==> config.mk <==
export PLATFORM = sky130hd
export DESIGN_NAME = lite_nasti_read_bridge
export DESIGN_NICKNAME = d
export VERILOG_FILES = /design/src/rtl/lite_nasti_read_bridge.sv
export SDC_FILE = /design/constraint.sdc
export NUM_CORES = 1
export LEC_CHECK = 0
export ABC_AREA = 1
export CELL_PAD_IN_SITES_DETAIL_PLACEMENT = 2
export CELL_PAD_IN_SITES_GLOBAL_PLACEMENT = 2
export CORE_MARGIN = 4
export CORE_UTILIZATION = 34
export DETAILED_ROUTE_END_ITERATION = 8
export PLACE_DENSITY_LB_ADDON = 0.1
export SLEW_MARGIN = 20
export SYNTH_ARGS = -nofsm -noshare
export SYNTH_HDL_FRONTEND = slang
export SYNTH_SLANG_ARGS = --single-unit
==> constraint.sdc <==
create_clock -name clk -period 9.3 [get_ports clk]
set_input_delay 2.325 -clock clk [delete_from_list [all_inputs] [get_ports clk]]
set_output_delay 2.325 -clock clk [all_outputs]
set_load 0.05 [all_outputs]
==> src/rtl/lite_nasti_read_bridge.sv <==
// NASTI-lite to NASTI read bridge: per-ID slots assemble or extract the lite word and queue it in a response FIFO.
// Optional per-slot watchdog enabled by defining LITE_NASTI_READ_BRIDGE_TIMEOUT_EN.
module lite_nasti_read_bridge #(
    parameter int MAX_TRANSACTION  = 4,
    parameter int ID_WIDTH         = 2,
    parameter int ADDR_WIDTH       = 16,
    parameter int NASTI_DATA_WIDTH = 16,
    parameter int LITE_DATA_WIDTH  = 32,
    parameter int RESP_FIFO_DEPTH  = 2,
    parameter int TIMEOUT          = 256
) (
    input  logic                        clk,
    input  logic                        rstn,
    input  logic [ID_WIDTH-1:0]         lite_ar_id,
    input  logic [ADDR_WIDTH-1:0]       lite_ar_addr,
    input  logic [2:0]                  lite_ar_prot,
    input  logic                        lite_ar_valid,
    output logic                        lite_ar_ready,
    output logic [ID_WIDTH-1:0]         lite_r_id,
    output logic [LITE_DATA_WIDTH-1:0]  lite_r_data,
    output logic [1:0]                  lite_r_resp,
    output logic                        lite_r_valid,
    input  logic                        lite_r_ready,
    output logic [ID_WIDTH-1:0]         nasti_ar_id,
    output logic [ADDR_WIDTH-1:0]       nasti_ar_addr,
    output logic [7:0]                  nasti_ar_len,
    output logic [2:0]                  nasti_ar_size,
    output logic [1:0]                  nasti_ar_burst,
    output logic [2:0]                  nasti_ar_prot,
    output logic                        nasti_ar_valid,
    input  logic                        nasti_ar_ready,
    input  logic [ID_WIDTH-1:0]         nasti_r_id,
    input  logic [NASTI_DATA_WIDTH-1:0] nasti_r_data,
    input  logic [1:0]                  nasti_r_resp,
    input  logic                        nasti_r_last,
    input  logic                        nasti_r_valid,
    output logic                        nasti_r_ready
);

    localparam int NW       = NASTI_DATA_WIDTH;
    localparam int LW       = LITE_DATA_WIDTH;
    localparam int R        = (NW < LW) ? LW / NW : 1;
    localparam int WW       = (NW < LW) ? NW : LW;
    localparam int LANES    = (NW > LW) ? NW / LW : 1;
    localparam int OFF_W    = (LANES > 1) ? $clog2(LANES) : 1;
    localparam int CNT_W    = (R > 1) ? $clog2(R) : 1;
    localparam int SLOT_W   = (MAX_TRANSACTION > 1) ? $clog2(MAX_TRANSACTION) : 1;
    localparam int PTR_W    = $clog2(RESP_FIFO_DEPTH);
    localparam int LITE_LSB = $clog2(LW / 8);

    if (LW != 32 && LW != 64) begin : g_bad_lite
        $fatal(1, "LITE_DATA_WIDTH must be 32 or 64");
    end
    if (NW < 8 || NW > 512 || (NW & (NW - 1)) != 0) begin : g_bad_nasti
        $fatal(1, "NASTI_DATA_WIDTH must be a power of 2 in 8..512");
    end
    if (RESP_FIFO_DEPTH < 2 || (RESP_FIFO_DEPTH & (RESP_FIFO_DEPTH - 1)) != 0) begin : g_bad_depth
        $fatal(1, "RESP_FIFO_DEPTH must be a power of 2, at least 2");
    end
    if (MAX_TRANSACTION < 1 || TIMEOUT < 1) begin : g_bad_slots
        $fatal(1, "MAX_TRANSACTION and TIMEOUT must be at least 1");
    end

    logic [MAX_TRANSACTION-1:0] slot_valid;
    logic [ID_WIDTH-1:0]        slot_id   [MAX_TRANSACTION];
    logic [OFF_W-1:0]           slot_off  [MAX_TRANSACTION];
    logic [CNT_W-1:0]           slot_cnt  [MAX_TRANSACTION];
    logic [1:0]                 slot_resp [MAX_TRANSACTION];
    logic [LW-1:0]              slot_data [MAX_TRANSACTION];

    logic              free, conflict, ar_fire;
    logic [SLOT_W-1:0] alloc_idx;
    logic [OFF_W-1:0]  ar_off;

    logic              hit, cnt_end, is_final, full_eff, pop, beat_fire, beat_done;
    logic [SLOT_W-1:0] hit_idx;
    logic [CNT_W-1:0]  cur_cnt;
    logic [WW-1:0]     beat_word;
    logic [1:0]        merged, final_resp;
    logic [LW-1:0]     asm_data;

    logic              tmo_push;
    logic [SLOT_W-1:0] tmo_idx;

    logic              push;
    logic [ID_WIDTH-1:0] push_id;
    logic [LW-1:0]     push_data;
    logic [1:0]        push_resp;

    logic [ID_WIDTH-1:0] fifo_id   [RESP_FIFO_DEPTH];
    logic [LW-1:0]       fifo_data [RESP_FIFO_DEPTH];
    logic [1:0]          fifo_resp [RESP_FIFO_DEPTH];
    logic [PTR_W-1:0]    rd_ptr, wr_ptr;
    logic [PTR_W:0]      fifo_cnt;
    logic                fifo_full;

    always_comb begin
        free      = 1'b0;
        conflict  = 1'b0;
        alloc_idx = '0;
        for (int i = MAX_TRANSACTION - 1; i >= 0; i--) begin
            if (!slot_valid[i]) begin
                free      = 1'b1;
                alloc_idx = SLOT_W'(i);
            end
            if (slot_valid[i] && slot_id[i] == lite_ar_id) conflict = 1'b1;
        end
        ar_off = (LANES > 1) ? lite_ar_addr[LITE_LSB +: OFF_W] : '0;
    end

    assign nasti_ar_valid = lite_ar_valid && free && !conflict;
    assign lite_ar_ready  = nasti_ar_ready && free && !conflict;
    assign ar_fire        = lite_ar_valid && lite_ar_ready;
    assign nasti_ar_id    = lite_ar_id;
    assign nasti_ar_addr  = lite_ar_addr & ~ADDR_WIDTH'(NW / 8 - 1);
    assign nasti_ar_len   = 8'(R - 1);
    assign nasti_ar_size  = 3'($clog2(WW / 8));
    assign nasti_ar_burst = 2'b01;
    assign nasti_ar_prot  = lite_ar_prot;

    always_comb begin
        hit     = 1'b0;
        hit_idx = '0;
        for (int i = 0; i < MAX_TRANSACTION; i++) begin
            if (slot_valid[i] && slot_id[i] == nasti_r_id) begin
                hit     = 1'b1;
                hit_idx = SLOT_W'(i);
            end
        end
        cur_cnt  = slot_cnt[hit_idx];
        cnt_end  = (cur_cnt == CNT_W'(R - 1));
        is_final = cnt_end || nasti_r_last;
        // wide NASTI: pick the lane the lite address pointed at
        beat_word = '0;
        for (int l = 0; l < LANES; l++) begin
            if (slot_off[hit_idx] == OFF_W'(l)) beat_word = nasti_r_data[l*WW +: WW];
        end
        merged     = (nasti_r_resp > slot_resp[hit_idx]) ? nasti_r_resp : slot_resp[hit_idx];
        final_resp = (cnt_end != nasti_r_last) ? 2'b10 : merged;
        asm_data   = '0;
        for (int w = 0; w < R; w++) begin
            if (CNT_W'(w) < cur_cnt)       asm_data[w*WW +: WW] = slot_data[hit_idx][w*WW +: WW];
            else if (CNT_W'(w) == cur_cnt) asm_data[w*WW +: WW] = beat_word;
        end
    end

    assign pop           = lite_r_valid && lite_r_ready;
    assign fifo_full     = (fifo_cnt == (PTR_W + 1)'(RESP_FIFO_DEPTH));
    // a pop in the same cycle frees the entry the final beat needs
    assign full_eff      = fifo_full && !pop;
    assign nasti_r_ready = !hit || !(is_final && full_eff);
    assign beat_fire     = nasti_r_valid && nasti_r_ready && hit;
    assign beat_done     = beat_fire && is_final;

`ifdef LITE_NASTI_READ_BRIDGE_TIMEOUT_EN
    localparam int TMO_W = $clog2(TIMEOUT + 1);
    logic [TMO_W-1:0] tmo_cnt [MAX_TRANSACTION];
    logic             tmo_hit;

    always_comb begin
        tmo_hit = 1'b0;
        tmo_idx = '0;
        for (int i = MAX_TRANSACTION - 1; i >= 0; i--) begin
            if (slot_valid[i] && tmo_cnt[i] == TMO_W'(TIMEOUT) &&
                !(beat_fire && hit_idx == SLOT_W'(i))) begin
                tmo_hit = 1'b1;
                tmo_idx = SLOT_W'(i);
            end
        end
        // completions own the single push port; a timeout waits a cycle
        tmo_push = tmo_hit && !beat_done && !full_eff;
    end

    always_ff @(posedge clk or negedge rstn) begin
        if (!rstn) begin
            for (int i = 0; i < MAX_TRANSACTION; i++) tmo_cnt[i] <= '0;
        end else begin
            for (int i = 0; i < MAX_TRANSACTION; i++) begin
                if (ar_fire && alloc_idx == SLOT_W'(i))
                    tmo_cnt[i] <= '0;
                else if (beat_fire && hit_idx == SLOT_W'(i))
                    tmo_cnt[i] <= '0;
                else if (slot_valid[i] && tmo_cnt[i] != TMO_W'(TIMEOUT))
                    tmo_cnt[i] <= tmo_cnt[i] + 1'b1;
            end
        end
    end
`else
    assign tmo_push = 1'b0;
    assign tmo_idx  = '0;
`endif

    always_comb begin
        push      = beat_done || tmo_push;
        push_id   = beat_done ? nasti_r_id : slot_id[tmo_idx];
        push_data = beat_done ? asm_data : '0;
        push_resp = beat_done ? final_resp : 2'b10;
    end

    always_ff @(posedge clk or negedge rstn) begin
        if (!rstn) begin
            slot_valid <= '0;
            for (int i = 0; i < MAX_TRANSACTION; i++) begin
                slot_id[i]   <= '0;
                slot_off[i]  <= '0;
                slot_cnt[i]  <= '0;
                slot_resp[i] <= '0;
                slot_data[i] <= '0;
            end
        end else begin
            if (beat_fire && !is_final) begin
                slot_cnt[hit_idx]  <= cur_cnt + 1'b1;
                slot_resp[hit_idx] <= merged;
                for (int w = 0; w < R; w++) begin
                    if (CNT_W'(w) == cur_cnt) slot_data[hit_idx][w*WW +: WW] <= beat_word;
                end
            end
            if (beat_done) slot_valid[hit_idx] <= 1'b0;
            if (tmo_push)  slot_valid[tmo_idx] <= 1'b0;
            if (ar_fire) begin
                slot_valid[alloc_idx] <= 1'b1;
                slot_id[alloc_idx]    <= lite_ar_id;
                slot_off[alloc_idx]   <= ar_off;
                slot_cnt[alloc_idx]   <= '0;
                slot_resp[alloc_idx]  <= 2'b00;
            end
        end
    end

    always_ff @(posedge clk or negedge rstn) begin
        if (!rstn) begin
            rd_ptr   <= '0;
            wr_ptr   <= '0;
            fifo_cnt <= '0;
            for (int i = 0; i < RESP_FIFO_DEPTH; i++) begin
                fifo_id[i]   <= '0;
                fifo_data[i] <= '0;
                fifo_resp[i] <= '0;
            end
        end else begin
            if (push) begin
                fifo_id[wr_ptr]   <= push_id;
                fifo_data[wr_ptr] <= push_data;
                fifo_resp[wr_ptr] <= push_resp;
                wr_ptr            <= wr_ptr + 1'b1;
            end
            if (pop) rd_ptr <= rd_ptr + 1'b1;
            case ({push, pop})
                2'b10:   fifo_cnt <= fifo_cnt + 1'b1;
                2'b01:   fifo_cnt <= fifo_cnt - 1'b1;
                default: fifo_cnt <= fifo_cnt;
            endcase
        end
    end

    assign lite_r_valid = (fifo_cnt != '0);
    assign lite_r_id    = fifo_id[rd_ptr];
    assign lite_r_data  = fifo_data[rd_ptr];
    assign lite_r_resp  = fifo_resp[rd_ptr];

endmodule

Word level (Yosys, flattened, before mapping)
Cells that the tools add are included.
{"block": "classes", "n_reduce_logical": 34, "order_cmp": 14, "n_mux": 88, "n_addsub": 5, "n_eq_ne": 12, "n_bitwise": 12}
{"op": "2-to-1 mux 128 bit", "count": 3}
{"op": "bitwise mux 128 bit", "count": 2}
{"op": "2-to-1 mux 32 bit", "count": 8}
{"op": "demux 32 bit (select 2 bit)", "count": 2}
{"op": "2-to-1 mux 16 bit", "count": 6}
{"op": "binary-select mux 32 bit (select 2 bit)", "count": 1}
{"op": "bitwise mux 64 bit", "count": 1}
{"op": "2-to-1 mux 2 bit", "count": 21}
{"op": "demux 32 bit (select 1 bit)", "count": 1}
{"op": "logical AND 1 bit", "count": 25}
{"op": "2-to-1 mux 1 bit", "count": 21}
{"op": "bitwise mux 8 bit", "count": 2}
{"op": "equality test 2 bit", "count": 8}
{"op": "2-to-1 mux 4 bit", "count": 4}
{"op": "2-to-1 mux 8 bit", "count": 2}
{"op": "bitwise AND 4 bit", "count": 3}
{"op": "bitwise mux 4 bit", "count": 3}
{"op": "bitwise AND 8 bit", "count": 1}
{"op": "demux 1 bit (select 2 bit)", "count": 4}
{"op": "demux 2 bit (select 2 bit)", "count": 2}
{"op": "NOT 4 bit", "count": 2}
{"op": "NOT 8 bit", "count": 1}
{"op": ">= comparator 3 bit, second input constant", "count": 2}
{"op": "less-than comparator 2 x 3 -> 1 bit, second input constant", "count": 2}
{"op": "22 further kinds", "count": 38}
{"block": "totals", "word_cells": 195, "output_inout_bits": 74, "in_bits": 48, "reg_bits": 232}

Depth between registers and ports, before layout
{"block": "logic_depth", "ltp_word": 19, "ltp_mapped": 23, "mapped_depth_nobuf": 21}

Worst setup path after synthesis
Ideal clock, no wire load.
{"block": "synth_path", "kind": "input to output", "from": "in lite_ar_id[1]", "to": "out lite_ar_ready", "slack_ns": 2.374, "path_stages": 5, "path_buffers": 1, "t_arrival_ns": 4.601, "cell_sequence": "clkbuf_1 > a21oi_1 > o211ai_1 > o21ai_0 > nor4b_1"}
{"block": "synth_between", "elab_chain_cells": 8, "elab_cells_between_ends": 14, "cone_classes": "eq/ne (4); mux (4); reduce/logical (6)"}
{"element": "from (decl)", "line": "14", "source": "input logic [ID_WIDTH-1:0] lite_ar_id,"}
{"element": "equality test 2 bit", "line": "106", "source": "if (slot_valid[i] && slot_id[i] == lite_ar_id) conflict = 1'b1;"}
{"element": "logical AND 1 bit", "line": "106"}
{"element": "2-to-1 mux 1 bit (3 in a row)", "line": "106"}
{"element": "2-to-1 mux 1 bit *", "line": "106"}
{"element": "zero test 1 bit *", "line": "112", "source": "assign lite_ar_ready = nasti_ar_ready && free && !conflict;"}
{"element": "logical AND 1 bit *", "line": "112"}
{"element": "to (decl)", "line": "18", "source": "output logic lite_ar_ready,"}
Mark *: on every way between the ends. The rest lies on a longest branch, timed or not.

Final worst setup path
{"block": "layout_path", "from": "in nasti_r_id[0]", "to": "out nasti_r_ready"}
{"block": "layout_between", "elab_chain_cells": 13, "elab_cells_between_ends": 24, "cone_classes": "eq/ne (4); mux (10); bitwise (1); reduce/logical (9)"}
{"element": "from (decl)", "line": "32", "source": "input logic [ID_WIDTH-1:0] nasti_r_id,"}
{"element": "equality test 2 bit", "line": "125", "source": "if (slot_valid[i] && slot_id[i] == nasti_r_id) begin"}
{"element": "logical AND 1 bit", "line": "125"}
{"element": "2-to-1 mux 1 bit", "line": "125"}
{"element": "2-to-1 mux 2 bit (2 in a row)", "line": "125"}
{"element": "NOT 2 -> 3 bit (implied by the code)", "line": "130", "source": "cur_cnt = slot_cnt[hit_idx];"}
{"element": "binary-select mux 1 bit (select 2 bit)", "line": "130"}
{"element": "2-to-1 mux 1 bit (implied by the code) (2 in a row)", "line": "130"}
{"element": "logical OR 1 bit", "line": "132", "source": "is_final = cnt_end || nasti_r_last;"}
{"element": "logical AND 1 bit", "line": "151", "source": "assign nasti_r_ready = !hit || !(is_final && full_eff);"}
{"element": "zero test 1 bit", "line": "151"}
{"element": "logical OR 1 bit *", "line": "151"}
{"element": "to (decl)", "line": "37", "source": "output logic nasti_r_ready"}
Mark *: on every way between the ends. The rest lies on a longest branch, timed or not. The select of a mux whose other input is x is not followed.

==> metrics.txt <==
CP Cell Sequence clkdlybuf4s50_1 > inv_2 > nand2_1 > nand2_1 > nand3_2 > buf_4 > o21ai_0 > nand2_1 > inv_1 > nor2_4 > ha_1 > nor4_1 > nand2_1 > clkdlybuf4s50_1; fmax 119 MHz; worst skew pair latency ~0.43 ns; Slowest-stage cell, CP clkdlybuf4s50_1; Synth top cells by count nand2_1 (450), dfrtp_1 (168), inv_1 (107); crit share post-route 90.1%; Row Count 58; WL per Instance about 18 microns; clock root cell clkbuf_16; RSZ-0062 raised after global routing false; Pre-antenna DRT Iters 4; hold_buf cts 0; Mapped Avg Cell Area 7.57 sq um; DP HPWL 18,400 microns; maxcap violations 0; total number of vias 7,547; initial DRC count 406; Sink Count 168; Placer Congestion approximately 0.77; buffers from clock root to sink, at most 2; Initial Utilization 34.5%; Synth Instances 1,143; antenna viol nets, final 0; final std cells w/o fill 1,507; CTS H-tree lvls 4; # IOs 122; Slew headroom around two fifths; Final Util 39.6%; YS warnings 0; CP most frequent cell nand2_1; die height 168 microns; worst hold start fifo_data[9]; Synth Register Bits roughly 170; run status finished, final reports clean; Overall Global Routing Usage 20.5%; clock slew seen by the registers of the worst setup and hold paths 0.07 ns; Min Clock Period, post-route between 8 and 9 ns; endpoint class of the critical path output port; nets@finish 1,217; Die ar. between 20,000 and 30,000 sq um; Area Overhead vs Synth 15.0%; Setup crit start nasti_r_id[0]; post-CTS setup buffers 0; DRC Markers 0; cell taking the most area after synthesis dfrtp_1; CTS tree built; Final Hold Fails 0; CTS buffer count 17; placed cells 1,475; Pleak 4.97 nW; Clock Skews 0.0102 ns; worst flop-to-flop path startpoint slot_valid[2]; die width 168 microns; share of layout cells above drive strength 1 5.86%; TNS Setup 0 ns; most numerous cell in the Yosys netlist nand2_1; prevailing post-synth register cell dfrtp_1; antenna cells 0; Core Box Area 25,100 sq um; Critical Path Source Type input pin; Final setup viols 0; worst-margin pin slew a little under 0.9 ns; Seq/Total Area, Yosys 48.6%; pwr/cell area 387 nW/um^2; Crit Path Max Fanout 40; Final Cell Area 9950 sq um; GR Overflow Total 0; FFs w/ async S/R, synth 100%; area post-placement 9350 sq um; first-pass GRT wire length 45,800 microns; # port buffers 70; Post-synth EDFFs 0; Slew Limit Fails 0; ranking of synthesized cells by area dfrtp_1 (49%), nand2_1 (20%), o21ai_0 (5.4%); synthesized area approximately 8700 sq um; crit path DAT 6.05 ns; Yosys top cell area share 48.6%; max incr delay on CP approximately 0.8 ns; vias in the first global route 8,201; vias per cell 5.01; IR drop worst, VDD 253 uV; worst endpoint required time approximately 7.0 ns; pin count of the biggest net entering global routing 68; worst min-delay path class reg2reg; Total Power 3.85 mW; Worst Setup Path Type in2out; post-cts resize count 0; initial antenna violation count 0; Routed WL between 20,000 and 30,000 microns; Netlist cell types 37
-- metal layers --
| layer | vias to the layer above | global-route usage (%) | share of wire, % |
|---|---|---|---|
| met2 | 111 | 33.2 | 46 |
| li1 | 3626 | - | - |
| met3 | 17 | 2.48 | 3.0 |
| met1 | 3793 | 29.6 | 50 |
| met4 | 0 | 4.30 | 0.95 |
| met5 | - | 0 | 0 |
-- placed cells by master (no fill, tap or decap), types with 2 or more instances in the layout --
cell type,synthesis,routed
nor2_2,2,2
o2111ai_1,2,2
inv_2,5,5
ha_1,5,5
nand3_2,6,6
inv_1,107,107
nand3_1,65,65
xnor2_1,2,2
inv_6,0,4
clkdlybuf4s50_1,0,69
nand2_1,450,446
a21oi_1,15,15
nor4_1,2,2
clkbuf_16,0,17
xor2_1,3,3
conb_1,2,14
o21ai_0,93,93
nand4_1,37,37
nor2_4,3,3
clkbuf_8,0,2
buf_4,37,8
o21ai_1,46,46
bufinv_16,0,2
nor2_1,27,27
nand2_2,3,7
clkinv_2,0,2
dfrtp_1,168,168
clkinvlp_4,0,5
-- worst paths after layout --
kind	end	cells past startpoint	slack [ns]
hold reg to reg	fifo_data[9]	2	0.48
setup / recovery	nasti_r_ready	14	0.92
setup reg to reg	fifo_id[1]	16	4.59
hold / removal	fifo_data[9]	2	0.48
min in group asynchronous	fifo_data[26]	1	1.82
max in group asynchronous	slot_data[102]	2	6.21
-- cells by family (layout without fill, tap and decap cells) --
family          Yosys count  after routing  share of synthesized area, %
fa+ha+maj                 5              5                         0.723
simple gates            601            601                          29.5
compound gates          161            161                          9.57
xor+xnor                  5              5                         0.506
flops                   168            168                          48.6
buf+inv                 201            223                          11.0
other cells               2             14                        0.0868
-- stage by stage --
stage          hold WS [ns]  setup slack [ns]
6_report              0.485             0.923
5_1_grt               0.513             0.601
4_1_cts               0.489             0.885
3_5_place_dp          0.469             0.893
3_3_place_gp          0.460             0.925
2_1_floorplan         0.448              2.37
-- registers in the layout, summed over array words and instances (netlist names), 4 cells and up --
register / count
fifo_data: 64
fifo_id: 4
fifo_resp: 4
slot_cnt: 4
slot_data: 64
slot_id: 8
slot_off: 4
slot_resp: 8
slot_valid: 4
-- where the power goes --
group          internal [mW]  total (mW)  switching (mW)  leakage (nW)
clock network          0.413       0.736           0.323         0.279
registers               1.02        1.19           0.170          2.19
logic                  0.548        1.92            1.38          2.50
-- layout make-up --
cell class | count | area, sq um
Fill cell | 2938 | 15200
Sequential cell | 168 | 4200
Multi-Input combinational cell | 786 | 3550
Timing Repair Buffer | 78 | 762
Clock buffer | 19 | 453
Inverter | 113 | 427
Tap cell | 330 | 413
Clock inverter | 13 | 143
-- critical path, delay by kind of cell --
| family | cells | cell delay [ns] |
|---|---|---|
| AOI/OAI and AO/OA | 1 | 0.16 |
| adders and majority gates | 1 | 0.38 |
| buffers and inverters | 5 | 2.02 |
| and+or+nand+nor | 7 | 1.15 |
No activity file was read; power rests on OpenSTA's default activity.
